==> src/rtl/boot_pkg.sv <==
// Shared definitions for the UART boot loader: FSM state encoding and the
// default frame start marker.
package boot_pkg;

  typedef enum logic [2:0] {
    ST_IDLE   = 3'd0,
    ST_LEN_LO = 3'd1,
    ST_LEN_HI = 3'd2,
    ST_DATA   = 3'd3,
    ST_CSUM   = 3'd4,
    ST_DONE   = 3'd5,
    ST_ERR    = 3'd6
  } boot_state_t;

  localparam logic [7:0] DEFAULT_SYNC_BYTE = 8'hA5;

endpackage

==> src/rtl/boot_timeout.sv <==
// Inter-byte watchdog: a loadable down-counter that reloads on clear and
// flags expiry once it has run down while enabled.
module boot_timeout #(
  parameter int TIMEOUT = 1000000
) (
  input  logic i_clk,
  input  logic i_rst_n,
  input  logic i_clear,
  input  logic i_enable,
  output logic o_expire
);

  localparam int CW = (TIMEOUT > 1) ? $clog2(TIMEOUT) : 1;
  localparam logic [CW-1:0] LOAD = CW'(TIMEOUT - 1);

  logic [CW-1:0] count;

  // Clear wins over counting so a byte arriving at expiry restarts the window.
  always_ff @(posedge i_clk or negedge i_rst_n) begin
    if (!i_rst_n) begin
      count <= '0;
    end else if (i_clear) begin
      count <= LOAD;
    end else if (i_enable && (count != '0)) begin
      count <= count - 1'b1;
    end
  end

  assign o_expire = i_enable && (count == '0);

endmodule

==> src/rtl/uart_boot_loader.sv <==
// Receives a framed program image over the UART byte stream, writes it into
// BRAM port B and releases the CPU only after a checksum-verified frame.
module uart_boot_loader
  import boot_pkg::*;
#(
  parameter int         ADDR_W    = 13,
  parameter int         TIMEOUT   = 1000000,
  parameter logic [7:0] SYNC_BYTE = DEFAULT_SYNC_BYTE
) (
  input  logic              i_clk,
  input  logic              i_rst_n,
  input  logic              i_skip,
  input  logic [7:0]        i_rx_data,
  input  logic              i_rx_valid,
  output logic [ADDR_W-1:0] o_mem_addr,
  output logic [31:0]       o_mem_data,
  output logic [3:0]        o_mem_wr,
  output logic              o_cpu_rst,
  output logic              o_busy,
  output logic              o_error
);

  localparam logic [31:0] MAX_WORDS = 32'd1 << ADDR_W;

  boot_state_t     state;
  logic [15:0]     len;
  logic [ADDR_W:0] word_cnt;
  logic [ADDR_W:0] word_cnt_nxt;
  logic [1:0]      idx;
  logic [23:0]     word_lo;
  logic [7:0]      csum;
  logic [15:0]     len_full;
  logic            len_too_big;
  logic            last_word;
  logic            to_active;
  logic            to_clear;
  logic            to_expire;

  assign len_full     = {i_rx_data, len[7:0]};
  assign len_too_big  = (32'(len_full) > MAX_WORDS);
  assign word_cnt_nxt = word_cnt + (ADDR_W+1)'(1);
  assign last_word    = (32'(word_cnt_nxt) == 32'(len));

  // The watchdog only runs while a frame is open; outside it stays loaded.
  assign to_active = (state == ST_LEN_LO) || (state == ST_LEN_HI) ||
                     (state == ST_DATA)   || (state == ST_CSUM);
  assign to_clear  = i_rx_valid || !to_active;

  boot_timeout #(
    .TIMEOUT (TIMEOUT)
  ) u_timeout (
    .i_clk    (i_clk),
    .i_rst_n  (i_rst_n),
    .i_clear  (to_clear),
    .i_enable (to_active),
    .o_expire (to_expire)
  );

  always_ff @(posedge i_clk or negedge i_rst_n) begin
    if (!i_rst_n) begin
      state      <= ST_IDLE;
      len        <= '0;
      word_cnt   <= '0;
      idx        <= '0;
      word_lo    <= '0;
      csum       <= '0;
      o_mem_addr <= '0;
      o_mem_data <= '0;
      o_mem_wr   <= '0;
      o_cpu_rst  <= 1'b1;
      o_busy     <= 1'b0;
      o_error    <= 1'b0;
    end else begin
      o_mem_wr <= '0;
      case (state)
        ST_IDLE: begin
          if (i_skip) begin
            state     <= ST_DONE;
            o_cpu_rst <= 1'b0;
          end else if (i_rx_valid && (i_rx_data == SYNC_BYTE)) begin
            state   <= ST_LEN_LO;
            o_error <= 1'b0;
            csum    <= '0;
            o_busy  <= 1'b1;
          end
        end
        ST_LEN_LO: begin
          if (i_rx_valid) begin
            len[7:0] <= i_rx_data;
            state    <= ST_LEN_HI;
          end else if (to_expire) begin
            state   <= ST_ERR;
            o_error <= 1'b1;
            o_busy  <= 1'b0;
          end
        end
        ST_LEN_HI: begin
          if (i_rx_valid) begin
            len[15:8] <= i_rx_data;
            if (len_too_big) begin
              state   <= ST_ERR;
              o_error <= 1'b1;
              o_busy  <= 1'b0;
            end else if (len_full == 16'd0) begin
              state <= ST_CSUM;
            end else begin
              state    <= ST_DATA;
              word_cnt <= '0;
              idx      <= '0;
            end
          end else if (to_expire) begin
            state   <= ST_ERR;
            o_error <= 1'b1;
            o_busy  <= 1'b0;
          end
        end
        // Bytes arrive LSB first; the fourth byte completes the word and
        // launches the write directly from the incoming byte.
        ST_DATA: begin
          if (i_rx_valid) begin
            csum <= csum + i_rx_data;
            case (idx)
              2'd0: word_lo[7:0]   <= i_rx_data;
              2'd1: word_lo[15:8]  <= i_rx_data;
              2'd2: word_lo[23:16] <= i_rx_data;
              default: begin
                o_mem_wr   <= 4'hF;
                o_mem_data <= {i_rx_data, word_lo};
                o_mem_addr <= word_cnt[ADDR_W-1:0];
                word_cnt   <= word_cnt_nxt;
                if (last_word) begin
                  state <= ST_CSUM;
                end
              end
            endcase
            idx <= idx + 2'd1;
          end else if (to_expire) begin
            state   <= ST_ERR;
            o_error <= 1'b1;
            o_busy  <= 1'b0;
          end
        end
        ST_CSUM: begin
          if (i_rx_valid) begin
            o_busy <= 1'b0;
            if (i_rx_data == csum) begin
              state     <= ST_DONE;
              o_cpu_rst <= 1'b0;
            end else begin
              state   <= ST_ERR;
              o_error <= 1'b1;
            end
          end else if (to_expire) begin
            state   <= ST_ERR;
            o_error <= 1'b1;
            o_busy  <= 1'b0;
          end
        end
        ST_DONE: begin
          state <= ST_DONE;
        end
        ST_ERR: begin
          state <= ST_IDLE;
        end
        default: begin
          state <= ST_IDLE;
        end
      endcase
    end
  end

endmodule
==> config.mk <==
export PLATFORM = sky130hd
export DESIGN_NAME = uart_boot_loader
export DESIGN_NICKNAME = d
export VERILOG_FILES = /design/src/rtl/boot_pkg.sv /design/src/rtl/boot_timeout.sv /design/src/rtl/uart_boot_loader.sv
export SDC_FILE = /design/constraint.sdc
export NUM_CORES = 1
export LEC_CHECK = 0
export ABC_CLOCK_PERIOD_IN_PS = 3700
export CAP_MARGIN = 25
export CORE_ASPECT_RATIO = 0.9
export CORE_MARGIN = 1
export CORE_UTILIZATION = 62
export DETAILED_ROUTE_END_ITERATION = 12
export PLACE_DENSITY_LB_ADDON = 0.3
export SETUP_SLACK_MARGIN = 0.3
export SYNTH_ARGS = -nofsm -noshare
export SYNTH_HDL_FRONTEND = slang
export SYNTH_HIERARCHICAL = 1
export SYNTH_SLANG_ARGS = --single-unit
==> constraint.sdc <==
create_clock -name i_clk -period 3.7 [get_ports i_clk]
set_clock_uncertainty 0.15 [all_clocks]
set_input_delay 1.11 -clock i_clk [delete_from_list [all_inputs] [get_ports i_clk]]
set_output_delay 1.11 -clock i_clk [all_outputs]
set_load 0.02 [all_outputs]
# Yosys cells after proc, flatten, opt, wreduce, memory -nomap -nowiden

Index checks and enable logic that the tools add are counted.

Bits in registers: 139
Bits of input ports: 12
Output and inout bits: 52
Word-level logic and storage cells: 135

$add $sub $neg: 4
Order comparisons: 1
Equality and inequality tests: 26
Multiplexer cells: 54
Bitwise operators: 1
Reductions and logical operators: 33

Operators by type and width:

| cell                                                             | count |
|---|---|
| two-way mux 14 bit                                               | 5 |
| two-way mux 20 bit                                               | 2 |
| two-way mux 3 bit                                                | 11 |
| case mux 14 bit (2 select lines)                                 | 1 |
| two-way mux 8 bit                                                | 3 |
| zero test 20 bit                                                 | 1 |
| inequality test 2 bit (second input constant)                    | 10 |
| nonzero test 20 bit                                              | 1 |
| subtractor 20 x 1 -> 20 bit (second input constant)              | 1 |
| two-way mux 1 bit                                                | 18 |
| case mux 3 bit (6 select lines)                                  | 1 |
| equality test 14 x 16 -> 1 bit                                   | 1 |
| greater-than comparator 16 x 14 -> 1 bit (second input constant) | 1 |
| zero test 16 bit                                                 | 1 |
| case mux 8 bit (2 select lines)                                  | 1 |
| inequality test 3 bit (second input constant)                    | 5 |
| AND reduction 3 bit                                              | 5 |
| adder 14 x 1 -> 14 bit (second input constant)                   | 1 |
| two-way mux 4 bit                                                | 3 |
| AND reduction 6 bit                                              | 2 |
| two-way mux 2 bit                                                | 5 |
| AND reduction 5 bit                                              | 2 |
| adder 8 bit                                                      | 1 |
| equality test 8 bit                                              | 1 |
| other kinds (23)                                                 | 36 |

# Longest topological paths before layout

Gate-level depths: netlist (run 1).

Depth after elaboration: 8
Depth in mapped cells: 10
Mapped depth without buffers: 10

# Hierarchy

The synthesis (run 1) kept the hierarchy.

Modules (own cells, without submodules):

| module           | times used | cells an instance | area an instance (sq um) | sequential area each (sq um) |
|---|---|---|---|---|
| uart_boot_loader | 1          | 589               | 5733.0                   | 2904.0 |
| boot_timeout     | 1          | 145               | 1312.5                   | 500.5 |

# Least setup slack after synthesis (run 1)

No wires, ideal clock.

Path kind: input-to-reg
From: in i_rx_data[1]
To: reg csum[2]
Library setup time: 0.121 ns
Data arrival time: 2.868 ns
Required time: 3.429 ns
Setup slack: 0.561 ns
Stages: 7
Path buffers: 1
Path through: or3_4 > o41ai_2 > o21ai_1 > or4_4 > and2_4 > buf_6 > a22o_1

Word-level cells in the longest chain between the ends: 4
Elaborated cells between the ends (all ways): 7
Those cells by class: add/sub (1); eq/ne (2); mux (2); reduce/logical (2)

Ends and longest elaborated chain:

| element                                                             | line                    | RTL |
|---|---|---|
| start: declaration                                                  | uart_boot_loader.sv:13  | `input logic [7:0] i_rx_data,` |
| parallel branches: the longest is 4 deep, another holds adder 8 bit | n/a                     |  |
| end signal: assignment                                              | uart_boot_loader.sv:121 | `csum <= csum + i_rx_data;` |
| end: declaration                                                    | uart_boot_loader.sv:31  | `logic [7:0] csum;` |

Several ways; the timed one is not identified. The select of a mux whose other input is x is not followed.
A chain may end at the register's enable or synchronous reset.

# Worst setup path in the final report (run 1)

Ends and elaborated chain as after synthesis.

==> flow_metrics.py, run 1 <==
metrics = {
    "synthesis": {
        "yosysSeqAreaShare_pct": 48.3,
        "yosysMostFrequentCell": "nand2_1",
        "yosysTopAreaCell": "dfrtp_1",
        "mappedNetlistArea_mm2": 0.00705,
        "syn-instance-count": 734,
        "ys_ff_latch": 136,
        "synth_top_area_share_pct": 47.9,
        "synth_common_cells": "165 x nand2_1, 135 x dfrtp_1, 53 x nor2_1, 38 x mux2_2, 30 x clkbuf_1",
        "synthTopCellsByArea": "dfrtp_1 48%, nand2_1 8.8%, mux2_2 6.1%",
        "ys.flop_type": "dfrtp_1",
        "ys_async_sr_fraction_pct": 100,
        "syn_nets": 761,
        "synth_cell_types": 77,
        "ys_warn_count": 6,
        "synth_edf_count": 0,
        "avgSynthCellArea_um2": 9.60,
    },
    "timing": {
        "rsz0062_at_grt": "no",
        "hold_viol": 0,
        "fin_setup_tns_ns": 0,
        "slew_viol_final": 0,
        "max_freq_mhz": 311,
        "worst_pin_slew_ns": 0.635,
        "timing.final.crit_share_pct": 87.0,
        "min_period_ns": 3.22,
        "setup_violations": 0,
        "whs_ns": 0.313,
        "relSlewSlack_pct": 57.6,
    },
    "global_route": {
        "grt_pass1_vias": 5772,
        "overflow": 0,
        "grt_use_total_pct": 31.5,
        "grt_start_max_net_pins": 70,
        "antenna_found_initial": 0,
        "grt_pass1_wl_um": 28600,
    },
    "placed_design": {
        "gp_congestion": 0.893,
        "post-dp-hpwl_um": 11800,
        "port_buffers": 63,
    },
    "clock_tree": {
        "htreeDepth": 4,
        "path_clk_slew_ns": 0.06,
        "cts-root-buf": "clkbuf_16",
        "insertion_delay_ns": 0.42,
        "cts_tree": "done",
        "numClockSinks": 136,
        "cts_resized": 0,
        "clock_path_buffers": 2,
        "cts_setup_buffers": 0,
        "cts_inserted_buffers": 17,
        "holdBufCountCts": 0,
    },
    "worst_setup_path": {
        "cp.arrival_ns": 3.38,
        "cp.required_ns": 3.86,
        "cp-start-kind": "input port",
        "worst_setup_path_end_kind": "register",
        "cp_max_fo": 7,
        "regToRegStartpoint": "word_cnt[0]",
        "cp-startpoint": "i_rx_data[1]",
        "critPathKind": "input port to register",
    },
    "routing": {
        "wirelength_um": 17200,
        "drtIter0Drc": 392,
        "drc": 0,
        "postRouteAntennaNets": 0,
        "vias": 5920,
        "dr.pass1.iters": 5,
        "wl_per_cell_um": 17.8,
        "routed_via_density": 6.13,
    },
    "floorplan": {
        "core_mm2": 0.0109,
        "die-area_mm2": 0.0118,
        "num_rows": 36,
        "dieWidth_um": 114,
        "io-pin-count": 64,
        "die_h_um": 103,
        "start_util_pct": 64.4,
    },
    "power": {
        "intPower_w": 0.00393,
        "comb_power_share_pct": 31.3,
        "p_leak_nw": 3.80,
        "irDropWorstVdd_mv": 0.484,
        "power.switching_w": 0.00193,
        "power.density_mw_per_mm2": 688,
        "seq_power_share_pct": 37.5,
        "power_frac_clock_pct": 31.2,
        "p_sw_share_pct": 33.0,
    },
    "cells_and_area": {
        "n_fill_cell": 737,
        "multi_input_area_mm2": 0.00335,
        "drive_gt1_share_pct": 14.5,
        "antenna-diode-count": 0,
        "area_delta_synth_final_pct": 21.0,
        "seqCellArea_mm2": 0.00340,
        "fin_nets": 827,
    },
    "worst_hold_path": {
        "hold_path_class": "register to register",
        "hold_path.startpoint": "word_lo[2]",
    },
    "outcome": {
        "status": "complete, no violations",
    },
    "flow_run": {
        "max_cap_violations": 0,
    },
}
cell families after synthesis:
logic type                 Yosys count  share of synthesized area, %
muxes                               47                          7.35
and+or+nand+nor                    333                          22.9
AOI/OAI and AO/OA                  120                          11.9
buffers and inverters               62                          4.17
DFF                                136                          48.3
xor gates and xnor gates            21                          2.61
adders and majority gates           15                          2.77
registers in the layout (all words and copies together) (netlist names):
name and count:
csum 8, idx 2, len 16, o_busy 1
o_cpu_rst 1, o_error 1, o_mem_addr 13, o_mem_data 32
o_mem_wr 1, state 3, u_timeout/count 20, word_cnt 14
word_lo 24
routing by layer:
| layer | vias to the layer above | GRT usage (%) | wire length (um) |
|---|---|---|---|
| met5 | - | 0 | 0 |
| met4 | 0 | 13.3 | 358 |
| met3 | 33 | 7.23 | 985 |
| met2 | 233 | 51.6 | 8340 |
| met1 | 2937 | 41.0 | 7490 |
| li1 | 2717 | - | - |
metrics by stage:
| step | area [um2] | total power [W] | instances | worst slack, ns | utilization, % |
|---|---|---|---|---|---|
| 6_report | 8520 | 0.00587 | 965 | 0.481 | 77.9 |
| 5_1_grt | 8520 | 0.00616 | 965 | 0.448 | 77.9 |
| 4_1_cts | 8520 | 0.00587 | 965 | 0.481 | 77.9 |
| 3_5_place_dp | 7870 | 0.00401 | 933 | 0.0769 | 71.9 |
| 3_3_place_gp | 7870 | 0.00391 | 933 | 0.134 | 71.9 |
| 2_1_floorplan | 7050 | 0.00341 | 734 | 0.561 | - |
power by group through the flow:
stage,clock (W),sequential (W),combinational (W)
floorplan,0,0.00221,0.00120
global placement,0,0.00218,0.00174
detailed placement,0,0.00220,0.00180
CTS,0.00185,0.00219,0.00183
global route,0.00192,0.00224,0.00199
finish,0.00183,0.00220,0.00184
area by class of cell:
class | count | area share (%)
Timing Repair Buffer | 93 | 10.2
Clock buffer | 22 | 5.68
Clock inverter | 10 | 1.92
Inverter | 16 | 0.705
Sequential cell | 136 | 40.0
Multi-Input combinational cell | 536 | 39.3
Tap cell | 152 | 2.23
worst paths after layout:
check                      cells after the start            endpoint  slack [ns]
max in group asynchronous                      2           o_cpu_rst        2.12
min                                            2       o_mem_data[2]        0.31
min reg2reg                                    2       o_mem_data[2]        0.31
max reg2reg                                    8            state[1]        0.64
max                                            7             csum[2]        0.48
min in group asynchronous                      1  u_timeout/count[8]        0.53
critical path, cell delays in order:
cell and delay [ns]:
clkdlybuf4s50_1 0.43, or3_4 0.41, o41ai_2 0.32, o21ai_1 0.15, or4_4 0.52, and2_4 0.20
a22o_1 0.23
placed cells by master, fill, tap and decap left out, types with 13 or more instances in the layout:
cell type	count
buf_4	29
nand2_1	164
nor2_1	53
ha_1	14
nor4_1	15
xnor2_1	14
dfrtp_1	135
o21ai_0	17
mux2_2	38
inv_1	13
clkbuf_16	17
clkdlybuf4s50_1	62
nand3_1	19
nor3_1	14
a21oi_1	23
No activity file was read; power rests on OpenSTA's default activity.
==> inputs of run 2 (changes only) <==
--- a/config.mk
+++ b/config.mk
@@ -13,6 +13,7 @@
 export DETAILED_ROUTE_END_ITERATION = 12
 export PLACE_DENSITY_LB_ADDON = 0.3
 export SETUP_SLACK_MARGIN = 0.3
+export SLEW_MARGIN = 30
 export SYNTH_ARGS = -nofsm -noshare
 export SYNTH_HDL_FRONTEND = slang
 export SYNTH_HIERARCHICAL = 1
==> results of run 2 <==
Same layout as run 1: the final DEF is identical, and so are final timing and power.
